## config.mk

```make
export PLATFORM = sky130hd
export DESIGN_NAME = route_allocator
export DESIGN_NICKNAME = d
export VERILOG_FILES = /design/src/rtl/route_allocator.sv
export SDC_FILE = /design/constraint.sdc
export NUM_CORES = 1
export LEC_CHECK = 0
export ABC_AREA = 1
export BUFFER_PORTS_ARGS = -buffer_cell sky130_fd_sc_hd__buf_2
export CELL_PAD_IN_SITES_DETAIL_PLACEMENT = 1
export CELL_PAD_IN_SITES_GLOBAL_PLACEMENT = 1
export CORE_UTILIZATION = 38
export DETAILED_ROUTE_END_ITERATION = 8
export HOLD_SLACK_MARGIN = 0.15
export PLACE_DENSITY_LB_ADDON = 0.1
export SLEW_MARGIN = 20
export SYNTH_ARGS = -nofsm -noshare
export SYNTH_HDL_FRONTEND = slang
export SYNTH_SLANG_ARGS = --single-unit
```

## constraint.sdc

```tcl
create_clock -name clk -period 2.2 [get_ports clk]
set_input_delay 0.22 -clock clk [delete_from_list [all_inputs] [get_ports clk]]
set_output_delay 0.22 -clock clk [all_outputs]
set_load 0.01 [all_outputs]
```

## src/rtl/route_allocator.sv

```systemverilog
// Output-port allocator for a mesh NoC switch: round-robin arbitration per output,
// with wormhole reservation held until the owning input relieves it.
module route_allocator #(
  parameter int N             = 4,
  parameter int REQUEST_WIDTH = $clog2(N)
) (
  input  logic                       clk,
  input  logic                       rst,
  input  logic [N-1:0]               req_valid,
  input  logic [N*REQUEST_WIDTH-1:0] req_port,
  input  logic [N-1:0]               relieve,
  output logic [N-1:0]               grant,
  output logic [N*$clog2(N)-1:0]     sel,
  output logic [N-1:0]               conn_valid
);

  localparam int SW = $clog2(N);

  localparam logic [0:0] FREE = 1'b0;
  localparam logic [0:0] BUSY = 1'b1;

  logic [N-1:0]         state_q, state_d;
  logic [SW-1:0]        owner_q [N];
  logic [SW-1:0]        owner_d [N];
  logic [SW-1:0]        ptr_q   [N];
  logic [SW-1:0]        ptr_d   [N];
  logic [N-1:0]         grant_q, grant_d;

  logic [REQUEST_WIDTH-1:0] reqPort [N];
  logic [N-1:0]             owns;
  logic [N-1:0]             elig [N];

  logic found;
  int   winner;
  int   idx;

  always_comb begin
    for (int i = 0; i < N; i++) begin
      reqPort[i] = req_port[i*REQUEST_WIDTH +: REQUEST_WIDTH];
    end
  end

  // An input holding any output must not win another; this also masks its stale request.
  always_comb begin
    owns = '0;
    for (int o = 0; o < N; o++) begin
      if (state_q[o] == BUSY) begin
        owns[owner_q[o]] = 1'b1;
      end
    end
  end

  always_comb begin
    for (int o = 0; o < N; o++) begin
      for (int i = 0; i < N; i++) begin
        elig[o][i] = req_valid[i] && (int'(reqPort[i]) == o) && (state_q[o] == FREE) &&
                     !grant_q[i] && !owns[i];
      end
    end
  end

  // A BUSY output only listens to its owner's relieve, so a freed output arbitrates next cycle.
  always_comb begin
    state_d = state_q;
    owner_d = owner_q;
    ptr_d   = ptr_q;
    grant_d = '0;
    found   = 1'b0;
    winner  = 0;
    idx     = 0;
    for (int o = 0; o < N; o++) begin
      found  = 1'b0;
      winner = 0;
      if (state_q[o] == BUSY) begin
        if (relieve[owner_q[o]]) begin
          state_d[o] = FREE;
          owner_d[o] = '0;
        end
      end else begin
        for (int k = 0; k < N; k++) begin
          idx = (int'(ptr_q[o]) + k) % N;
          if (!found && elig[o][idx]) begin
            found  = 1'b1;
            winner = idx;
          end
        end
        if (found) begin
          state_d[o]      = BUSY;
          owner_d[o]      = SW'(winner);
          ptr_d[o]        = SW'((winner + 1) % N);
          grant_d[winner] = 1'b1;
        end
      end
    end
  end

  always_ff @(posedge clk or negedge rst) begin
    if (!rst) begin
      state_q <= '0;
      grant_q <= '0;
      for (int o = 0; o < N; o++) begin
        owner_q[o] <= '0;
        ptr_q[o]   <= '0;
      end
    end else begin
      state_q <= state_d;
      grant_q <= grant_d;
      for (int o = 0; o < N; o++) begin
        owner_q[o] <= owner_d[o];
        ptr_q[o]   <= ptr_d[o];
      end
    end
  end

  // Owner is cleared on free, so the select reads zero whenever the output is not reserved.
  always_comb begin
    sel = '0;
    for (int o = 0; o < N; o++) begin
      sel[o*SW +: SW] = owner_q[o];
    end
  end

  assign grant      = grant_q;
  assign conn_valid = state_q;

endmodule
```

==> results_dict.tcl, run 1 <==
set metrics [dict create \
    grt_pass1_vias 4028 \
    skew_ns 0.00462 \
    maxSlewViolCount 0 \
    reg2reg_depth 18 \
    num_rows 31 \
    grt_pass1_wl_mm 20.9 \
    netlist_instances 440 \
    synth_top_area_cell "dfrtp_1" \
    firstDrtPassIters 5 \
    period_minus_slack_ns 2.68 \
    crit_chain "inv_2, nand3_1, nand2_4, nor2_4, nand2_1, nand2_1, nand3_2, nand2_4, nor2_1, nor2_1, nand2_1, nand2_2, inv_2, ha_4, nand2_2, nand2_2, inv_1, nand2_1" \
    violations "setup timing" \
    hold_slack_ns 0.463 \
    hold_viol_final 0 \
    grt_max_degree 25 \
    path_class "flop to flop" \
    cts_sinks 24 \
    ys_ff_latch 24 \
    hpwlAfterDp_mm 8.08 \
    worstMarginPinSlew_ns 0.653 \
    htreeDepth 1 \
    crit_path_end_kind "flop" \
    cts_root_buffer "clkbuf_8" \
    fmax_ghz 0.373 \
    filler_cell_count 858 \
    synth.avg_cell_area_um2 6.50 \
    path_clk_slew_ns 0.10 \
    yosysUniqueCellTypes 31 \
    path_max_fanout 5 \
    synthToLayoutAreaGrowth_pct 74.0 \
    critical-path-max-stage-delay_ns 0.48 \
    drive_gt1_share_pct 64.3 \
    wirelength_mm 18.1 \
    drt_iter0_markers 309 \
    clk_latency_ns 0.30 \
    start_util_pct 39.5 \
    status "complete, but fails checks" \
    maxCapViolCount 0 \
    die_x_um 88.8 \
    num-nets-final 622 \
    viasPerCell 6.20 \
    syn-num-nets 474 \
    place_congestion 0.894 \
    rsz0062_at_grt "true" \
    yosysTopAreaCellShare_pct 21.0 \
    coreArea_um2 7250 \
    io_buffer_count 33 \
    ys_dominant_reg_cell "dfrtp_1" \
    cp-start-kind "flop" \
    detail-route-antenna-nets 0 \
    synthTopCellsByArea "dfrtp_1, nand3_1, nand2_1" \
    cts_buffers 3 \
    synth_most_common_cell "nand3_1" \
    arrival_ns 2.86 \
    die_y_um 88.8 \
    synth_commonest_cells "nand3_1, nand2_1, inv_1" \
    cpMostUsedCell "nand2_1" \
    dieArea_um2 7880 \
    seq_area_frac_synth_pct 21.0 \
    clk_path_buf_depth 2 \
    slowest_stage "dfrtp_2" \
    routed-via-count 4247 \
    wl_per_cell_um 26.4 \
    synth_edf_count 0 \
    hp-class "input port to async pin" \
    gr-total-overflow 0 \
    syn_area_um2 2860 \
    async_flop_share_pct 100 \
    setup-violations-final 21 \
    ios 34 \
    yosysWarnings 0 \
    worst_slack_ns -0.483 \
    grt.total_usage_pct 35.7 \
    required_ns 2.38 \
    relSlewSlack_pct 56.5 \
    cts_tree "done" \
    n_antenna_cell 0 \
    drc 0 \
    antenna_found_initial 0 \
    timing.final.crit_share_pct 122 \
]
[cell usage in the layout, fill, tap and decap left out, types with 3 or more instances in the layout]
cell type	count
nor2_2	7
nand2_1	68
buf_2	33
ha_1	5
inv_2	22
inv_1	34
nor2_1	8
nand2_4	23
nor2_4	11
dfrtp_2	10
ha_4	9
nand3_2	56
buf_6	12
nand3_1	45
o21ai_0	6
nand3_4	13
nor3_4	4
dfrtp_1	14
nand4_1	7
inv_4	4
clkbuf_8	3
a21oi_1	7
buf_4	105
nor3_2	5
o21ai_2	3
nor2_8	4
nand2_2	39
[kinds of logic after synthesis]
kind of cell	share of synthesized area, %
xor+xnor	1.22
compound gates	5.16
buf+inv	10.1
flops	21.0
simple gates	55.5
fa+ha+maj	7.00
[layout make-up]
class	instances	area (um^2)	share of cell area, %
multi-input cells	347	2860	57.4
repair buffers	151	1100	22.1
flip-flops and latches	24	613	12.3
inverters	61	244	4.90
well taps	99	124	2.49
clock buffers	3	41.3	0.829
[routing by layer]
metal,wire [um],track usage (%)
met1,6460,41.0
met2,8870,64.6
met3,1260,4.66
met4,1480,18.5
met5,0,0
[path summary, 6_finish.rpt]
check | startpoint | end | slack, ns
min in group clk | relieve[1] | conn_valid[0] | 0.56
min | rst | ptr_q[4] | 0.46
max | sel[6] | grant[3] | -0.48
max in group asynchronous | rst | sel[7] | 1.26
min reg2reg | sel[1] | sel[1] | 0.68
max reg2reg | sel[6] | grant[3] | -0.48
[registers in the layout (all words and copies together) (netlist names)]
register    flops
conn_valid      4
grant           4
sel             8
ptr_q           8
[stage by stage]
stage / cell area, um^2 / setup TNS (ns) / std cells / setup WS, ns / utilization, %
finish: 4980 / -4.63 / 685 / -0.483 / 68.7
global route: 4980 / -5.30 / 685 / -0.506 / 68.7
CTS: 4410 / -0.165 / 672 / -0.0419 / 60.8
detailed placement: 3580 / -1.11 / 627 / -0.195 / 49.3
global placement: 3580 / -0.664 / 627 / -0.125 / 49.3
floorplan: 2860 / 0 / 440 / 0.0747 / -
[critical path: cells and delay by family (launching register included)]
family,cells,cell delay (ns)
fa+ha+maj,1,0.16
buf+inv,3,0.24
flops,1,0.48
simple gates,14,1.67
[timing repair]
action / 4_1_cts / 5_1_grt
hold buffers: 1 / 0
gates cloned: 2 / 0
setup buffers: 39 / 16
pin swaps: 67 / 54
resized for setup: 127 / 105
endpoints found under the setup margin: 8 / 16
hold endpoints to repair: 24 / 0
Power of run 1 is left out: the tool's default activity adds up to more than one toggle a clock period on the data nets, which glitch-free logic cannot reach.
==> run 2: changes to the inputs <==
--- a/config.mk
+++ b/config.mk
@@ -9,10 +9,10 @@
 export BUFFER_PORTS_ARGS = -buffer_cell sky130_fd_sc_hd__buf_2
 export CELL_PAD_IN_SITES_DETAIL_PLACEMENT = 1
 export CELL_PAD_IN_SITES_GLOBAL_PLACEMENT = 1
-export CORE_UTILIZATION = 38
+export CORE_UTILIZATION = 35
 export DETAILED_ROUTE_END_ITERATION = 8
 export HOLD_SLACK_MARGIN = 0.15
-export PLACE_DENSITY_LB_ADDON = 0.1
+export PLACE_DENSITY = 0.72
 export SLEW_MARGIN = 20
 export SYNTH_ARGS = -nofsm -noshare
 export SYNTH_HDL_FRONTEND = slang
==> run 2 against run 1 <==
Net effect: the flow still finishes with violations (setup timing); utilization down 3.2 points; final area up 2.6%; hold slack better by 0.018 ns; critical path depth down 1; critical path type unchanged; global-route usage down 3.4 points; cell count unchanged; register-to-register slack worse by 0.12 ns; routed wire length up 3.1%; die area up 8.4%.
==> results_dict.tcl, run 2 (same netlist as run 1, synthesis figures left out) <==
set metrics [dict create \
    num_rows 32 \
    cts_tree "done" \
    clk_path_buf_depth 2 \
    violations "setup timing" \
    required_ns 2.37 \
    die_y_um 92.4 \
    path_class "flop to flop" \
    cts_root_buffer "clkbuf_8" \
    fmax_ghz 0.357 \
    firstDrtPassIters 5 \
    ios 34 \
    maxSlewViolCount 0 \
    die_x_um 92.4 \
    grt.total_usage_pct 32.3 \
    reg2reg_depth 17 \
    antenna_found_initial 0 \
    clk_latency_ns 0.30 \
    num-nets-final 618 \
    io_buffer_count 33 \
    period_minus_slack_ns 2.80 \
    r2r-start "conn_valid[2]" \
    mostFrequentLayoutCell "buf_4" \
    grt_pass1_vias 4121 \
    rsz0062_at_grt "true" \
    status "complete, but fails checks" \
    crit_path_end_kind "flop" \
    dieArea_um2 8540 \
    cts_sinks 24 \
    worst_slack_ns -0.605 \
    hp-class "input port to async pin" \
    skew_ns 0.0124 \
    arrival_ns 2.97 \
    cts_buffers 3 \
    wirelength_mm 18.6 \
    detail-route-antenna-nets 0 \
    grt_max_degree 25 \
    drive_gt1_share_pct 65.0 \
    finalSetupTns_ns -5.34 \
    reg2reg_to "grant[3]" \
    wl_per_cell_um 27.2 \
    drc 0 \
    cp-start-kind "flop" \
    slowest_stage "dfrtp_2" \
    grt_pass1_wl_mm 21.3 \
    worstMarginPinSlew_ns 0.682 \
    drt_iter0_markers 300 \
    setup-violations-final 21 \
    gr-total-overflow 0 \
    hold_viol_final 0 \
    coreArea_um2 7810 \
    n_antenna_cell 0 \
    mostFrequentLayoutCells "buf_4, nand2_1, nand3_2" \
    start_util_pct 36.7 \
    startpoint "conn_valid[2]" \
    relSlewSlack_pct 54.5 \
    path_clk_slew_ns 0.13 \
    crit_chain "inv_1, nand3_1, nor2_4, nand3_2, nand3_2, nand2_4, nand2_2, nor2_4, nand2_1, nand2_2, nand2_4, inv_2, ha_4, nand2_2, nand2_1, inv_1, nand2_1" \
    synthToLayoutAreaGrowth_pct 78.6 \
    maxCapViolCount 0 \
    rrSetupSlack_ns -0.60 \
    viasPerCell 6.26 \
    htreeDepth 1 \
    hpwlAfterDp_mm 8.21 \
    place_congestion 0.859 \
    path_max_fanout 6 \
    routed-via-count 4290 \
    timing.final.crit_share_pct 127 \
    critical-path-max-stage-delay_ns 0.50 \
]
==> run 2: cell types whose count changed in the layout (fill, tap and decap cells not counted), sizes merged <==
cell and delta:
bufinv +1, buf -4
==> run 2: how the worst max path moves through the flow <==
stage	end	slack, ns	cells after the start
floorplan	ptr_q[7]	0.07	16
global placement	ptr_q[7]	-0.12	15
detailed placement	grant[2]	-0.23	17
CTS	grant[3]	-0.05	18
global route	grant[3]	-0.64	17
finish	grant[3]	-0.60	17
==> run 2: stage by stage <==
step                instance area (um^2)  instances  util [%]  hold slack (ns)  worst slack (ns)
detailed placement                  3580        630      45.9            0.297            -0.229
global route                        5110        685      65.5            0.542            -0.637
global placement                    3580        630      45.9            0.290            -0.119
CTS                                 4550        674      58.3            0.456           -0.0512
finish                              5110        685      65.5            0.481            -0.605
floorplan                           2860        440         -          -0.0756            0.0747
==> run 2: layout make-up <==
class	instances	area, um^2
Clock buffer	3	41.3
Clock inverter	1	30.0
Fill cell	936	2700
Inverter	61	241
Multi-Input combinational cell	347	2940
Sequential cell	24	616
Tap cell	102	128
Timing Repair Buffer	147	1120
==> run 2: layer usage <==
| layer | GRT usage (%) | wire length (um) | vias to the layer above |
|---|---|---|---|
| met4 | 15.6 | 1470 | 0 |
| met3 | 3.69 | 1460 | 140 |
| met2 | 58.8 | 9110 | 325 |
| met1 | 37.3 | 6590 | 2085 |
| li1 | - | - | 1740 |
| met5 | 0 | 0 | - |
==> run 2: worst max-delay path: cells and delay by family (launching register included) <==
| kind | cells | cell delay, ns |
|---|---|---|
| adder cells (fa/ha/maj) | 1 | 0.16 |
| buffers and inverters | 3 | 0.35 |
| flip-flops | 1 | 0.50 |
| AND/OR/NAND/NOR | 13 | 1.65 |
==> run 2: repair_timing <==
item / CTS / global route
gates cloned: 2 / 0
gates resized for setup: 139 / 113
endpoints found under the setup margin: 8 / 18
hold buffers: 1 / 0
endpoints found under the hold margin: 24 / 0
pin swaps: 82 / 58
setup buffers: 37 / 22
Power of run 2 is left out for the same reason.
==> run 3: changes to the inputs <==
--- a/config.mk
+++ b/config.mk
@@ -7,12 +7,10 @@
 export LEC_CHECK = 0
 export ABC_AREA = 1
 export BUFFER_PORTS_ARGS = -buffer_cell sky130_fd_sc_hd__buf_2
-export CELL_PAD_IN_SITES_DETAIL_PLACEMENT = 1
-export CELL_PAD_IN_SITES_GLOBAL_PLACEMENT = 1
 export CORE_UTILIZATION = 35
 export DETAILED_ROUTE_END_ITERATION = 8
 export HOLD_SLACK_MARGIN = 0.15
-export PLACE_DENSITY = 0.72
+export PLACE_DENSITY = 0.54
 export SLEW_MARGIN = 20
 export SYNTH_ARGS = -nofsm -noshare
 export SYNTH_HDL_FRONTEND = slang
==> run 3 against run 2 <==
Net effect: the run still ends with setup timing left; maximum frequency rose by 23%; critical path depth did not move; global-route usage fell by 10 points; non-clock buffer count fell by 23; clock skew fell by 0.0034 ns; routed wire length fell by 45%; setup slack improved by 0.53 ns; via count fell by 19%; cell count fell by 3.6%; first-iteration DRC count fell by 45%; critical endpoint is now grant[0].
==> results_dict.tcl, run 3 (same netlist as run 1, synthesis figures left out) <==
set metrics [dict create \
    cts_sinks 24 \
    cts_root_buffer "clkbuf_8" \
    path_max_fanout 8 \
    worstMarginPinSlew_ns 0.651 \
    die_x_um 92.4 \
    grt_pass1_wl_mm 14.8 \
    antenna_found_initial 0 \
    drt_iter0_markers 164 \
    filler_cell_count 706 \
    cp-start-kind "flop" \
    worstHoldStart "relieve[0]" \
    required_ns 2.39 \
    place_congestion 0.851 \
    final-instance-count-excl-fill 660 \
    gr-total-overflow 0 \
    cts_tree "done" \
    num-nets-final 593 \
    io_buffer_count 33 \
    worst_slack_ns -0.0722 \
    path_clk_slew_ns 0.11 \
    timing.final.crit_share_pct 103 \
    period_minus_slack_ns 2.27 \
    mostFrequentLayoutCells "buf_4, nand3_2, nand2_1" \
    htreeDepth 1 \
    dp_slack_ns -0.216 \
    start_util_pct 36.7 \
    detail-route-antenna-nets 0 \
    r2r-start "conn_valid[1]" \
    viasPerCell 5.27 \
    cp-endpoint "grant[0]" \
    drc 0 \
    rsz0062_at_grt "true" \
    cts_buffers 3 \
    hold_viol_final 0 \
    violations "setup timing" \
    startpoint "conn_valid[1]" \
    status "complete, but fails checks" \
    wirelength_mm 10.2 \
    maxCapViolCount 0 \
    clk_latency_ns 0.29 \
    routed-via-count 3479 \
    reg2reg_to "grant[0]" \
    grt_pass1_vias 3112 \
    arrival_ns 2.47 \
    final_util_pct 62.1 \
    firstDrtPassIters 4 \
    hp-class "input port to flop" \
    die_y_um 92.4 \
    reg2reg_depth 17 \
    grt_max_degree 25 \
    n_antenna_cell 0 \
    hpwlAfterDp_mm 6.93 \
    drive_gt1_share_pct 63.6 \
    fmax_ghz 0.440 \
    skew_ns 0.00896 \
    maxSlewViolCount 0 \
    ios 34 \
    clk_path_buf_depth 2 \
    num_rows 32 \
    crit_path_end_kind "flop" \
    dieArea_um2 8540 \
    path_class "flop to flop" \
    setup-violations-final 7 \
    grt.total_usage_pct 21.9 \
    mostFrequentLayoutCell "buf_4" \
    wl_per_cell_um 15.5 \
    placed_cells 621 \
    relSlewSlack_pct 56.6 \
    coreArea_um2 7810 \
    synthToLayoutAreaGrowth_pct 69.5 \
    rrSetupSlack_ns -0.07 \
]
==> run 3: final cells by class <==
class                           instances  area [um^2]  area share (%)
Clock buffer                            3         41.3           0.851
Clock inverter                          1         30.0           0.619
Inverter                               61          239            4.93
Multi-Input combinational cell        345         2880            59.3
Sequential cell                        24          617            12.7
Tap cell                              102          128            2.63
Timing Repair Buffer                  124          918            18.9
==> run 3: worst min-delay path by stage <==
stage	to	slack, ns	cells after the start
after floorplan	conn_valid[0]	-0.08	0
after global placement	ptr_q[6]	0.28	1
after detailed placement	sel[1]	0.29	1
after CTS	conn_valid[1]	0.46	5
after global routing	sel[5]	0.52	2
final	conn_valid[1]	0.45	5
==> run 3: routing by layer <==
layer  GRT usage (%)  wire length (um)
met5               0                 0
met4            2.99               100
met3            2.55               433
met2            38.4              5070
met1            29.4              4610
==> run 3: critical path: stages (launching register included) <==
cell,delay (ns)
dfrtp_2,0.51
nand3_1,0.13
nand2_2,0.09
nor2_8,0.23
nand3_2,0.13
nand3_1,0.11
nand2_2,0.06
inv_2,0.08
nand3_2,0.09
nand3_2,0.10
nand2_2,0.07
nand2_2,0.09
inv_2,0.05
ha_1,0.19
nand2_1,0.08
nand2_2,0.06
inv_1,0.05
nand2_1,0.05
==> run 3: stage by stage <==
step | area, um^2 | hold slack (ns) | setup TNS, ns
6_report | 4850 | 0.447 | -0.278
3_3_place_gp | 3510 | 0.285 | -0.723
4_1_cts | 3910 | 0.459 | -0.183
3_5_place_dp | 3510 | 0.292 | -1.00
5_1_grt | 4850 | 0.519 | -1.09
2_1_floorplan | 2860 | -0.0756 | 0
==> run 3: what timing repair did <==
action | 4_1_cts | 5_1_grt
pin swaps | 22 | 79
setup buffers | 16 | 18
hold buffers | 1 | 0
endpoints found under the hold margin | 24 | 0
resized for setup | 51 | 179
setup endpoints to repair | 8 | 9
Power of run 3 is left out for the same reason.
